`config.mk`:
```
export PLATFORM = sky130hd
export DESIGN_NAME = coreriscv_axi4_alu_arbiter
export DESIGN_NICKNAME = d
export VERILOG_FILES = /design/src/rtl/coreriscv_axi4_alu_arbiter.sv
export SDC_FILE = /design/constraint.sdc
export NUM_CORES = 1
export LEC_CHECK = 0
export ABC_AREA = 1
export CAP_MARGIN = 10
export CORE_MARGIN = 2
export CORE_UTILIZATION = 35
export DETAILED_ROUTE_END_ITERATION = 7
export PLACE_DENSITY = 0.78
export SETUP_SLACK_MARGIN = 0.4
export SLEW_MARGIN = 5
export SYNTH_ARGS = -nofsm -noshare
export SYNTH_HDL_FRONTEND = slang
export SYNTH_SLANG_ARGS = --single-unit
```
`constraint.sdc`:
```
create_clock -name clk -period 3.2 [get_ports clk]
set_input_delay 0.64 -clock clk [delete_from_list [all_inputs] [get_ports clk]]
set_output_delay 0.64 -clock clk [all_outputs]
set_load 0.005 [all_outputs]
```
`src/rtl/coreriscv_axi4_alu_arbiter.sv`:
```
// ---------------------------------------------------------------------------
// coreriscv_axi4_alu_arbiter
//
// Purpose
//   Two-requester arbiter and sequencer for the shared CoreRISCV integer ALU.
//   Port 0 is the pipeline execute stage, port 1 is the CSR/debug unit.
//   An accepted request is latched into operand registers that drive the
//   shared ALU directly. One cycle later the ALU outputs are captured into
//   the response registers and presented with the requester id.
//
// Handshake rules (request and response channels)
//   A transfer happens on a rising edge where valid and ready are both 1.
//   A requester holds valid and its payload stable until it is accepted.
//   resp_valid and resp_* stay stable until resp_ready is seen high.
//   Ready is a combinational function of state, the valids, the arbitration
//   pointer and resp_ready. No resp_* data depends combinationally on
//   resp_ready.
//
// Configuration
//   CORERISCV_AXI4_ALU_ARB_RR_EN
//     Defined:   a tie is resolved round-robin. The pointer records the
//                last granted port and gives the tie to the other port.
//     Undefined: fixed priority. Port 0 always wins a tie and there is no
//                pointer.
//
// Ports
//   clk, reset                     core clock, synchronous active-low reset
//   req{0,1}_valid/_ready          request handshake per port
//   req{0,1}_fn/_dw/_in1/_in2      ALU function, width select and operands
//   resp_valid/resp_ready          response handshake
//   resp_id                        requester that owns the current result
//   resp_out/_adder_out/_cmp_out   registered ALU results
//   alu_fn/_dw/_in1/_in2           drive the shared ALU (operand registers)
//   alu_out/_adder_out/_cmp_out    results from the shared ALU
//   dbg_state                      current FSM state (IDLE=0, EXEC=1, RESP=2)
// ---------------------------------------------------------------------------
module coreriscv_axi4_alu_arbiter (
  input  logic        clk,
  input  logic        reset,

  input  logic        req0_valid,
  output logic        req0_ready,
  input  logic [3:0]  req0_fn,
  input  logic        req0_dw,
  input  logic [31:0] req0_in1,
  input  logic [31:0] req0_in2,

  input  logic        req1_valid,
  output logic        req1_ready,
  input  logic [3:0]  req1_fn,
  input  logic        req1_dw,
  input  logic [31:0] req1_in1,
  input  logic [31:0] req1_in2,

  output logic        resp_valid,
  input  logic        resp_ready,
  output logic        resp_id,
  output logic [31:0] resp_out,
  output logic [31:0] resp_adder_out,
  output logic        resp_cmp_out,

  output logic [3:0]  alu_fn,
  output logic        alu_dw,
  output logic [31:0] alu_in1,
  output logic [31:0] alu_in2,
  input  logic [31:0] alu_out,
  input  logic [31:0] alu_adder_out,
  input  logic        alu_cmp_out,

  output logic [1:0]  dbg_state
);

  typedef enum logic [1:0] {
    ST_IDLE = 2'd0,
    ST_EXEC = 2'd1,
    ST_RESP = 2'd2
  } state_t;

  state_t      state;

  // Operand registers: the only source of the ALU inputs.
  logic        op_id;
  logic [3:0]  op_fn;
  logic        op_dw;
  logic [31:0] op_in1;
  logic [31:0] op_in2;

  logic        accept_window;
  logic        grant0;
  logic        grant1;
  logic        accept;
  logic        tie_to_port1;

`ifdef CORERISCV_AXI4_ALU_ARB_RR_EN
  // 1 means port 1 was granted last. It resets to 1 so port 0 wins the
  // first tie after reset.
  logic        rr_last;

  assign tie_to_port1 = ~rr_last;

  always_ff @(posedge clk) begin
    if (!reset) begin
      rr_last <= 1'b1;
    end else if (accept) begin
      rr_last <= grant1;
    end
  end
`else
  assign tie_to_port1 = 1'b0;
`endif

  // A new request can be taken when idle, or when the current response
  // leaves this cycle. Gating with reset keeps both readies low while
  // reset is asserted.
  always_comb begin
    accept_window = 1'b0;
    grant0        = 1'b0;
    grant1        = 1'b0;
    if (reset) begin
      accept_window = (state == ST_IDLE) ||
                      ((state == ST_RESP) && resp_ready);
    end
    if (accept_window) begin
      if (req0_valid && req1_valid) begin
        grant0 = ~tie_to_port1;
        grant1 = tie_to_port1;
      end else begin
        grant0 = req0_valid;
        grant1 = req1_valid;
      end
    end
  end

  assign accept     = grant0 | grant1;
  assign req0_ready = grant0;
  assign req1_ready = grant1;

  // The ALU always sees the operand registers. Its inputs change only
  // when a request is accepted, so the result captured in EXEC belongs
  // to the operation latched on the previous edge.
  assign alu_fn  = op_fn;
  assign alu_dw  = op_dw;
  assign alu_in1 = op_in1;
  assign alu_in2 = op_in2;

  assign dbg_state = state;

  always_ff @(posedge clk) begin
    if (!reset) begin
      op_id  <= 1'b0;
      op_fn  <= 4'd0;
      op_dw  <= 1'b0;
      op_in1 <= 32'd0;
      op_in2 <= 32'd0;
    end else if (accept) begin
      op_id  <= grant1;
      op_fn  <= grant1 ? req1_fn  : req0_fn;
      op_dw  <= grant1 ? req1_dw  : req0_dw;
      op_in1 <= grant1 ? req1_in1 : req0_in1;
      op_in2 <= grant1 ? req1_in2 : req0_in2;
    end
  end

  // Sequencer. resp_valid and the resp_* data are registered outputs.
  // A reset in EXEC or RESP drops the in-flight operation.
  always_ff @(posedge clk) begin
    if (!reset) begin
      state          <= ST_IDLE;
      resp_valid     <= 1'b0;
      resp_id        <= 1'b0;
      resp_out       <= 32'd0;
      resp_adder_out <= 32'd0;
      resp_cmp_out   <= 1'b0;
    end else begin
      case (state)
        ST_IDLE: begin
          if (accept) begin
            state <= ST_EXEC;
          end
        end
        ST_EXEC: begin
          resp_id        <= op_id;
          resp_out       <= alu_out;
          resp_adder_out <= alu_adder_out;
          resp_cmp_out   <= alu_cmp_out;
          resp_valid     <= 1'b1;
          state          <= ST_RESP;
        end
        ST_RESP: begin
          // While resp_ready is low, everything holds. When the response
          // leaves, a request taken in the same cycle goes straight to EXEC.
          if (resp_ready) begin
            resp_valid <= 1'b0;
            state      <= accept ? ST_EXEC : ST_IDLE;
          end
        end
        default: begin
          resp_valid <= 1'b0;
          state      <= ST_IDLE;
        end
      endcase
    end
  end

endmodule

```
After elaboration in Yosys (flattened, before gate mapping)
Cells that the tools add are included.

cells by class
  $add $sub $neg = 0
  multipliers = 0
  divide/modulo/power cells = 0
  magnitude comparators = 0
  equality and inequality tests = 4
  shift-type cells = 0
  muxes and demuxes = 15
  bitwise operators = 2
  reductions and logical operators = 6

operators by type and width
  operator            number
  $mux 32             2
  $mux 1              8
  $pmux 2 s3          1
  $mux 2              2
  $mux 4              1
  $ne 2x2->1 const B  2
  $reduce_and 2->1    2
  $pmux 1 s3          1
  $eq 2x1->1 const B  1
  $eq 2x2->1 const B  1
  $logic_and 1x1->1   2
  $logic_not 2->1     1
  $logic_or 1x1->1    1
  $not 1->1           1
  $or 1x1->1          1

storage, ports and cells
  register bits = 139
  latch bits = 0
  memory bits (writable) = 0
  memory bits (read-only) = 0
  input bits = 208
  output and inout bits = 140
  logic and storage cells = 38
  memories = 0

Logic depth before layout (Yosys ltp)
  depth after elaboration = 9
  gate-level depth with buffers = 8
  mapped depth without buffers = 7

Least setup slack after synthesis
Ideal clock, no wire load.

  kind = input to output
  start = input resp_ready
  end = output req1_ready
  arrival = 1205 ps
  data required time = 2560 ps
  path slack = 1355 ps
  stages = 5
  buffers on the path = 1
  cells stage by stage = inv_1 > nand2_2 > nand3_2 > buf_2 > inv_2

on the way
  longest elaborated chain between the ends = 4

ends and longest elaborated chain
  item               line  RTL
  start, declared    56    input logic resp_ready,
  $logic_and 1x1->1  121   ((state == ST_RESP) && resp_ready);
  $logic_or 1x1->1   120   accept_window = (state == ST_IDLE) ||
  $mux 1             119   if (reset) begin
  $mux 1             123   if (accept_window) begin
  end, declared      49    output logic req1_ready,

Every way passes these cells.

Worst setup path after layout
  start = input resp_ready
  end = output req0_ready

on the way
  longest elaborated chain between the ends = 4

ends and longest elaborated chain
  item               line  RTL
  $logic_and 1x1->1  121
  $logic_or 1x1->1   120
  $mux 1             119
  $mux 1             123
  end, declared      42    output logic req0_ready,

Every way passes these cells.

==> run_results.csv <==
group,metric,value,unit
worst_setup_path,crit_required,2.56,ns
synth,synth_top_area_share,42.2,%
sta,rsz0062_at_grt,"no",
flow_run,maxCapViolCount,0,
sta,period_share,83.2,%
sta,drv_slew,0,
placed_design,dpl_worst_slack,0.457,ns
clock_tree,cts_buffers,17,
routing,wl_per_cell,14.1,µm
placed_design,gp_congestion,0.845,
worst_setup_path,worstSetupPathType,"in2out",
power,power,5.29,mW
clock_tree,cts.sinks,139,
worst_setup_path,reg2reg_slack,1.24,ns
die,dieArea,20000,µm²
layout,drive_above_1_share,4.29,%
synth,syn_area,6600,µm²
power,power.density,492,nW/µm²
layout,stdcell_count,1608,
synth,synthTopCellsByArea,"dfxtp_1 42%, nand2_1 16%, nor2_1 15%",
grt,grt_pass1_vias,6903,
worst_setup_path,worst-path-max-fanout,4,
sta,max_freq,376,MHz
placed_design,dpl.hpwl,15600,µm
synth,synth_warnings,0,
synth,synth-seq-area-share,42.2,%
synth,ys_ff_latch,139,
sta,setup_violations,0,
placed_design,portBuffers,347,
grt,grt-ovfl-total,0,
synth,synth_top_area_cell,"dfxtp_1",
sta,finalHoldViolCount,0,
power,vdd_drop_max,0.000355,V
routing,drcViolationCount,0,
clock_tree,htree_levels,4,
worst_setup_path,cp-end-kind,"output pin",
min_path,hold_path.class,"in2reg",
sta,min_period,2.66,ns
clock_tree,cts_tree,"yes",
clock_tree,clock_latency,0.42,ns
grt,grt_usage,22.1,%
routing,ant_nets,0,
layout,area_growth_syn_to_layout,62.8,%
placed_design,dp_cells,1576,
routing,firstDrtPassIters,4,
synth,synthesis.nets,1260,
sta,worst_slack,0.538,ns
grt,grt_max_degree,95,
worst_setup_path,arrival,2.02,ns
routing,first_iter_violations,314,
sta,fin_skew,0.00774,ns
die,start_util,35.5,%
synth,synth_cell_types,21,
grt,grt_pass1_wl,35200,µm
sta,slew_headroom,35.5,%
clock_tree,clock_path_buffers,2,
layout,diodes,0,
grt,antenna_found_initial,0,
die,die_h,141,µm
run_status,status,"completed",
die,num_rows,50,
clock_tree,hold_buffers,0,
synth,syn_avg_cell_area,6.27,µm²
worst_setup_path,rr_worst_depth,7,
sta,tightest_slew,0.963,ns
min_path,holdPathStages,3,
routing,routed_wirelength,22700,µm
die,coreArea,18600,µm²
sta,holdWs,0.496,ns
clock_tree,clkTransAtPathRegs,0.06,ns
layout,finish.net_count,1569,
routing,num_vias,7393,
die,pin_count,348,
die,die_w,141,µm
worst_setup_path,worstSetupStartpointType,"input pin",
power,leakage,5.05,nW
sta,setup_tns,0,ns
synth,synthCells,1052,
routing,avgViaCountPerCell,4.60,
layout,fillCellCount,1718,
clock_tree,ctsRootBufferMaster,"clkbuf_16",
-- state kept, by name, summed over array words and instances (netlist names) --
register / flops
alu_fn: 4
alu_in1: 32
resp_valid: 1
alu_in2: 32
resp_adder_out: 32
resp_cmp_out: 1
dbg_state: 2
op_id: 1
resp_id: 1
resp_out: 32
alu_dw: 1
-- final timing paths --
kind | from | endpoint
max reg2reg | dbg_state[0] | alu_in2[29]
max | resp_ready | req0_ready
min | reset | op_id
min reg2reg | resp_out[0] | resp_out[0]
-- synthesized netlist by cell type --
master and count:
a21oi_1 2, buf_1 5, buf_2 32, buf_4 3, buf_6 1, clkbuf_1 30
dfxtp_1 139, inv_1 143, inv_2 3, nand2_1 278, nand2_2 1, nand3_1 2
nand3_2 2, nand4_1 69, nor2_1 271, nor2_4 2, nor2_8 1, o211ai_1 1
o211ai_4 1, o21ai_0 60, o21ai_1 6
-- final cells by class --
cell class / count / area [µm²] / share of cell area [%]
Timing Repair Buffer: 361 / 3590 / 33.5
Clock inverter: 15 / 151 / 1.41
Sequential cell: 139 / 2780 / 25.9
Multi-Input combinational cell: 696 / 2940 / 27.4
Inverter: 146 / 548 / 5.10
Tap cell: 234 / 293 / 2.73
Clock buffer: 17 / 425 / 3.96
-- kinds of logic after synthesis --
logic type	after synthesis	share of synthesized area, %
flops	139	42.2
buf+inv	217	13.2
simple gates	626	39.0
compound gates	70	5.60
-- timing repair --
item	4_1_cts	5_1_grt
endpoints found under the setup margin	0	2
setup buffers	0	0
gates resized for setup	0	2
-- metrics by stage --
stage,area (µm²),utilization (%)
after floorplan,6600,-
after global placement,10200,54.7
after detailed placement,10200,54.7
after CTS,10700,57.8
after global routing,10700,57.8
final,10700,57.8
-- power by group --
group / total [mW] / internal, mW / switching (mW)
Sequential: 2.02 / 1.92 / 0.0991
Combinational: 1.33 / 0.728 / 0.605
Clock: 1.93 / 1.04 / 0.895
Total: 5.29 / 3.69 / 1.60
-- routing by layer --
metal / global-route usage, % / routed length (µm) / up-vias
met4: 8.68 / 584 / 0
met1: 26.6 / 9460 / 3261
met5: 0 / 0 / -
met2: 36.7 / 10600 / 295
met3: 7.36 / 2150 / 33
li1: - / - / 3804
-- critical path: stages --
cell and delay [ns]:
clkdlybuf4s50_1 0.45, inv_1 0.05, nand2_2 0.09, nand3_2 0.13, inv_1 0.08, clkdlybuf4s50_1 0.58
-- layout by cell type (no fill, tap or decap), types with 2 or more instances in the layout --
cell type / Yosys / layout
o21ai_1: 6 / 6
nand4_1: 69 / 69
buf_4: 3 / 14
inv_2: 3 / 4
clkbuf_16: 0 / 17
inv_8: 0 / 4
nand2_2: 1 / 2
inv_6: 0 / 6
inv_1: 143 / 142
nand3_1: 2 / 2
clkdlybuf4s50_1: 0 / 344
nor2_1: 271 / 271
o21ai_0: 60 / 60
a21oi_1: 2 / 2
dlymetal6s2s_1: 0 / 2
clkinv_8: 0 / 2
dfxtp_1: 139 / 139
nor2_4: 2 / 2
nand2_1: 278 / 277
nand3_2: 2 / 2
(Power assumes the default switching activity.)
